`src/rtl/computer_system_led_pio_out.sv`:
```
// rtl/computer_system_led_pio_out.sv - Avalon-MM LED output port with set/clear, per-bit blink and one-shot pulse
module computer_system_led_pio_out #(
  parameter int WIDTH        = 10,
  parameter int PULSE_CYCLES = 5000000,
  parameter int BLINK_RESET  = 24999999
) (
  input  logic             clk,
  input  logic             reset,
  input  logic [2:0]       address,
  input  logic             chipselect,
  input  logic             write_n,
  input  logic [31:0]      writedata,
  output logic [31:0]      readdata,
  output logic [WIDTH-1:0] out_port
);

  localparam logic [25:0] BLINK_INIT = 26'(BLINK_RESET);
  localparam logic [31:0] PULSE_LOAD = 32'(PULSE_CYCLES - 1);

  logic [WIDTH-1:0] data_reg;
  logic [WIDTH-1:0] blink_en;
  logic [25:0]      blink_period;
  logic [25:0]      blink_cnt;
  logic             phase;
  logic [WIDTH-1:0] pulse_mask;
  logic [31:0]      pulse_cnt;
  logic [31:0]      rd_mux;

  logic             wr_en;
  logic [WIDTH-1:0] wdata;
  logic             wr_data;
  logic             wr_blink_en;
  logic             wr_period;
  logic             wr_pulse;
  logic             wr_set;
  logic             wr_clr;
  logic             pulse_busy;
  logic             unused_wdata;

  assign wr_en        = chipselect & ~write_n;
  assign wdata        = writedata[WIDTH-1:0];
  assign wr_data      = wr_en && (address == 3'd0);
  assign wr_blink_en  = wr_en && (address == 3'd1);
  assign wr_period    = wr_en && (address == 3'd2);
  // A PULSE write whose in-range bits are all zero must not restart the counter
  assign wr_pulse     = wr_en && (address == 3'd3) && (wdata != '0);
  assign wr_set       = wr_en && (address == 3'd4);
  assign wr_clr       = wr_en && (address == 3'd5);
  assign pulse_busy   = (pulse_mask != '0);
  // Bits of writedata above the port width are intentionally dropped
  assign unused_wdata = ^writedata;

  // Base output value with direct write and atomic set/clear
  always_ff @(posedge clk or posedge reset) begin
    if (reset) begin
      data_reg <= '0;
      blink_en <= '0;
    end else begin
      if (wr_data) begin
        data_reg <= wdata;
      end else if (wr_set) begin
        data_reg <= data_reg | wdata;
      end else if (wr_clr) begin
        data_reg <= data_reg & ~wdata;
      end
      if (wr_blink_en) begin
        blink_en <= wdata;
      end
    end
  end

  // Blink generator: period write restarts the half-period, period 0 parks phase low
  always_ff @(posedge clk or posedge reset) begin
    if (reset) begin
      blink_period <= BLINK_INIT;
      blink_cnt    <= BLINK_INIT;
      phase        <= 1'b0;
    end else if (wr_period) begin
      blink_period <= writedata[25:0];
      blink_cnt    <= writedata[25:0];
      phase        <= 1'b0;
    end else if (blink_period == '0) begin
      blink_cnt <= '0;
      phase     <= 1'b0;
    end else if (blink_cnt == '0) begin
      blink_cnt <= blink_period;
      phase     <= ~phase;
    end else begin
      blink_cnt <= blink_cnt - 26'd1;
    end
  end

  // One-shot pulse engine: a retrigger extends all pending bits and beats expiry
  always_ff @(posedge clk or posedge reset) begin
    if (reset) begin
      pulse_mask <= '0;
      pulse_cnt  <= '0;
    end else if (wr_pulse) begin
      pulse_mask <= pulse_mask | wdata;
      pulse_cnt  <= PULSE_LOAD;
    end else if (pulse_busy) begin
      if (pulse_cnt == '0) begin
        pulse_mask <= '0;
      end else begin
        pulse_cnt <= pulse_cnt - 32'd1;
      end
    end
  end

  // LED drive is registered from current state, so writes show one edge later
  always_ff @(posedge clk or posedge reset) begin
    if (reset) begin
      out_port <= '0;
    end else begin
      out_port <= (data_reg ^ (blink_en & {WIDTH{phase}})) | pulse_mask;
    end
  end

  // Read select; reads are side-effect free and ignore chipselect
  always_comb begin
    rd_mux = '0;
    case (address)
      3'd0:    rd_mux = 32'(data_reg);
      3'd1:    rd_mux = 32'(blink_en);
      3'd2:    rd_mux = {6'd0, blink_period};
      3'd3:    rd_mux = 32'(pulse_mask);
      3'd4:    rd_mux = 32'(out_port);
      3'd6:    rd_mux = {30'd0, phase, pulse_busy};
      default: rd_mux = '0;
    endcase
  end

  // Fixed one-cycle read latency
  always_ff @(posedge clk or posedge reset) begin
    if (reset) begin
      readdata <= '0;
    end else begin
      readdata <= rd_mux;
    end
  end

endmodule
```
`config.mk`:
```
export PLATFORM = sky130hd
export DESIGN_NAME = computer_system_led_pio_out
export DESIGN_NICKNAME = d
export VERILOG_FILES = /design/src/rtl/computer_system_led_pio_out.sv
export SDC_FILE = /design/constraint.sdc
export NUM_CORES = 1
export LEC_CHECK = 0
export CAP_MARGIN = 20
export CORE_MARGIN = 8
export CORE_UTILIZATION = 64
export CTS_CLUSTER_DIAMETER = 120
export DETAILED_ROUTE_END_ITERATION = 12
export DONT_BUFFER_PORTS = 1
export GPL_TIMING_DRIVEN = 0
export PLACE_DENSITY_LB_ADDON = 0.08
export SYNTH_ARGS = -nofsm -noshare
export SYNTH_HDL_FRONTEND = slang
export SYNTH_SLANG_ARGS = --single-unit
```
`constraint.sdc`:
```
create_clock -name clk -period 6.43 [get_ports clk]
set_clock_uncertainty 0.15 [all_clocks]
set_input_delay 1.286 -clock clk [delete_from_list [all_inputs] [get_ports clk]]
set_output_delay 1.286 -clock clk [all_outputs]
set_load 0.02 [all_outputs]
```
Yosys cells after proc, flatten, opt, wreduce, memory -nomap -nowiden --
Cells that the tools add are included.
Storage, ports and cells: flip-flop bits (word level) 157, word-level logic and storage cells 63, bits of input ports 39, output and inout port bits 42
Operators by class: reductions and logical operators 19, multiplexer cells 16, bitwise operators 10, add/subtract/negate cells 2, equal/unequal tests 7
Operator list (count):
- $pmux W26 S6 | 1
- $mux W32 | 3
- $mux W26 | 3
- $mux W10 | 6
- $logic_not A26 Y1 | 2
- $logic_not A32 Y1 | 1
- $sub A32 B1 Y32 const B | 1
- $or A10 B10 Y10 | 3
- $sub A26 B1 Y26 const B | 1
- $and A10 B10 Y10 | 2
- $reduce_bool A10 Y1 | 2
- $not A10 Y10 | 1
- $xor A10 B10 Y10 | 1
- $eq A3 B3 Y1 const B | 3
- $logic_and A1 B1 Y1 | 7
- $eq A3 B2 Y1 const B | 2
- $reduce_bool A3 Y1 | 2
- $reduce_and A2 Y1 | 2
- $reduce_bool A2 Y1 | 2
- $eq A3 B1 Y1 const B | 1
- $logic_not A3 Y1 | 1
- $mux W1 | 3
- $ne A2 B2 Y1 const B | 1
- $not A1 Y1 | 2
- $and A1 B1 Y1 | 1

Depth between registers and ports, before layout --
word-level depth 6, gate-level depth with buffers 9

Least setup slack after synthesis --
OpenSTA, ideal clock, no wires.
path type input to register, start point in address[0], end point reg blink_cnt[15], setup slack 3129 ps, arrival time 3017 ps, stages on the path 6, data required time 6145 ps, setup time 135 ps, buffers on the path 2, cells stage by stage clkbuf_1 nor3b_1 nand3b_1 o21ai_1 clkbuf_1 o31ai_1
On the way: cells in the longest elaborated chain, start to end 3
Ends and longest elaborated chain:
- start: declaration | line 9 | input logic [2:0] address,
- $eq A3 B2 Y1 | line 44 | assign wr_period = wr_en && (address == 3'd2);
- $logic_and A1 B1 Y1 | line 44
- $mux W26 | line 78 | end else if (wr_period) begin
- end signal: assignment | line 80 | blink_cnt <= writedata[25:0];
- end signal: assignment | line 86 | blink_cnt <= blink_period;
- end signal: assignment | line 89 | blink_cnt <= blink_cnt - 26'd1;
- end: declaration | line 23 | logic [25:0] blink_cnt;
No other way between the ends. A chain may end at the register's enable or synchronous reset.

Worst setup path in the final report --
start point in address[0], end point reg blink_cnt[9]
Same word-level chain as after synthesis.

==> results.toml <==
[worst_setup_path]
start_kind = "input port"
r2r_setup_slack_ns = 3.34
end_kind = "flip-flop"
critPathArrivalTime_ns = 3.71
cp_data_required_time_ns = 6.57
reg2reg_depth = 9
timing.rr.start = "blink_cnt[0]$_DFF_PP1_"
rr_endpoint = "blink_cnt[9]$_DFF_PP0_"
crit_path_max_fanout = 10
worst-setup-path-type = "in2reg"

[logic_synthesis]
yosys-top-cells-count = "117 x dfrtp_1, 94 x nand2_1, 66 x nor2_1"
yosysMostFrequentCell = "dfrtp_1"
syn_area_um2 = 7445
ys.flop_type = "dfrtp_1"
synth_cell_types = 72
ys_seq_area_frac = 0.5133
synth_edf_count = 0
synth_cells = 739
ys_top_cells_by_area = "dfrtp_1 39%, dfstp_2 12%, nand2_1 4.7%, nor2_1 3.3%, a21oi_1 3.2%"
ys_warn_count = 0
synthArstFlopShare = 1.000
postSynthAreaPerCell_um2 = 10.07
synth_top_cell_by_area = "dfrtp_1"
synth_top_cell_area_share = 0.3933
synth_seq_cells = 151

[global_routing]
use_met1 = 0.3369
grt_pass1_wl_um = 30100
met3_usage = 0.06618
grtUsageMet2 = 0.3956
antenna_found_initial = 0
grt.busiest_layer = "met2"
grt_usage = 0.2544
grt_remaining_overflow = 0
grt_max_degree = 80
grt_pass1_vias = 5805

[cts]
path_clk_slew_ns = 0.06
max-clock-path-buffers = 2
postCtsHoldBufs = 0
cts-root-buf = "clkbuf_16"
cts_buffers = 17
clk_latency_ns = 0.43
h-tree-depth = 4
cts_tree = "done"
post_cts_buffers = 0
cts_num_sinks = 151
cts_resized = 0

[sta]
setup_tns_ns = 0
rsz0062_at_grt = "false"
maxSlewViolCount = 0
slew_headroom = 0.3991
worstMarginPinSlew_ns = 0.8980
finalCritPeriodShare = 0.5564
hold_viol_final = 0
final.min_clock_period_ns = 3.578
fmax_ghz = 0.2795
finalSetupViolations = 0

[detailed_routing]
avgRoutedWirePerCell_um = 20.39
first_pass_iters = 5
drt_iter0_drc = 546
viasPerCell = 6.507
vias = 5999
drc = 0
ant_nets = 0
routed_wl_um = 18800

[power_and_ir_drop]
p_per_area_nw_per_um2 = 374.4
ir_drop_uv = 416.6
cellLeakagePower_nw = 3.489

[min_path]
holdCritPathClass = "reg2reg"
worstHoldEndpoint = "blink_period[14]$_DFFE_PP1P_"
hold_path_depth = 2
worstHoldStart = "blink_period[14]$_DFFE_PP1P_"

[floorplanning]
die_area_um2 = 15340
rows = 39
die-width_um = 123.9
ios = 81
die_h_um = 123.9
core_um2 = 11370
initial_utilization = 0.6548

[placed_design]
hpwl_um = 13080
gp_congestion = 0.8903
portBuffers = 0
placed_area_um2 = 7685

[layout]
drive_gt1_frac = 0.1553
diodes = 0
nNetsFinal = 808
area_delta_synth_final_pct = 10.92
design_area_um2 = 8258

[run_status]
outcome = "completed"

[run]
maxCapViolCount = 0
per-layer routing:
metal / vias to the layer above / wire, um / share of wire
met3: 39 / 1440 / 0.077
met4: 0 / 419 / 0.022
met2: 225 / 8907 / 0.47
met5: - / 0 / 0
met1: 2987 / 8036 / 0.43
li1: 2748 / - / -
sequential cells by signal, indices dropped and copies added (netlist names), named ones only:
signal	flops
blink_period	26
out_port	10
readdata	26
blink_cnt	26
pulse_cnt	32
blink_en	10
pulse_mask	10
phase	1
kinds of logic after synthesis:
family / synth area share
AND/OR/NAND/NOR: 0.2207
XOR/XNOR: 0.02471
adder cells (fa/ha/maj): 0.005043
multiplexers: 0.05781
other: 0.0005037
AO/OA/AOI/OAI: 0.1449
flip-flops: 0.5133
buffers and inverters: 0.03311
worst max path at each step:
stage	depth (start not counted)	start	slack, ns	endpoint
after floorplan	1	reset	0.99	asynchronous set/reset pin
after global placement	1	reset	-0.42	pulse_cnt[4]$_DFFE_PP0P_
after detailed placement	6	address[0]	2.47	blink_cnt[9]$_DFF_PP0_
after CTS	6	address[0]	2.90	blink_cnt[5]$_DFF_PP1_
after global routing	6	address[0]	2.68	blink_cnt[7]$_DFF_PP0_
final	6	address[0]	2.85	blink_cnt[9]$_DFF_PP0_
area by class of cell:
class | count | area [um2]
Timing Repair Buffer | 3 | 37.54
Buffer | 40 | 197.7
Clock inverter | 14 | 133.9
Fill cell | 828 | 3112
Inverter | 13 | 53.80
Clock buffer | 18 | 439.2
Tap cell | 143 | 178.9
Sequential cell | 151 | 3821
Multi-Input combinational cell | 540 | 3396
metrics by stage:
stage	util	hold slack (ns)	instances	setup slack [ns]	power [mW]
2_1_floorplan	-	0.3006	744	0.9855	1.930
3_3_place_gp	0.6722	0.3134	887	-0.4194	2.074
3_5_place_dp	0.6759	0.3187	890	2.472	2.115
4_1_cts	0.7263	0.3286	922	2.902	3.085
5_1_grt	0.7263	0.3555	922	2.676	3.237
6_report	0.7263	0.3262	922	2.852	3.092
worst max-delay path, cell delays in order:
cell      delay [ns]
clkbuf_1        0.29
nor3b_1         0.44
nand3b_1        0.47
o21ai_1         0.57
clkbuf_1        0.49
o21ai_0         0.17
cells in the final DEF (no fill, tap or decap), types with 4 or more instances in the layout:
| cell | count |
|---|---|
| buf_4 | 7 |
| a31oi_1 | 5 |
| o21ai_0 | 22 |
| mux4_2 | 6 |
| clkinv_2 | 7 |
| xor2_1 | 8 |
| clkinvlp_4 | 4 |
| o22ai_1 | 4 |
| a22o_1 | 5 |
| nor2_1 | 66 |
| nor4_1 | 26 |
| o31ai_1 | 27 |
| mux2_2 | 12 |
| a211oi_1 | 13 |
| and4_1 | 4 |
| inv_1 | 11 |
| or3_1 | 13 |
| mux2i_1 | 16 |
| nand2b_1 | 8 |
| dfrtp_1 | 117 |
| clkbuf_1 | 26 |
| and3_1 | 13 |
| nand2_1 | 94 |
| nand4_1 | 5 |
| clkbuf_16 | 17 |
| o21bai_1 | 10 |
| a21oi_1 | 47 |
| and2_1 | 17 |
| conb_1 | 6 |
| xnor2_1 | 13 |
| nor3_1 | 21 |
| nand3_1 | 13 |
| or4_1 | 10 |
| dfstp_2 | 34 |
| o31a_1 | 5 |
power by group:
part / switching, mW / total, mW / internal [mW]
Sequential: 0.285 / 1.51 / 1.22
Clock: 0.391 / 0.966 / 0.575
Combinational: 0.341 / 0.621 / 0.280
Total: 1.02 / 3.09 / 2.08
(Power assumes the default switching activity.)
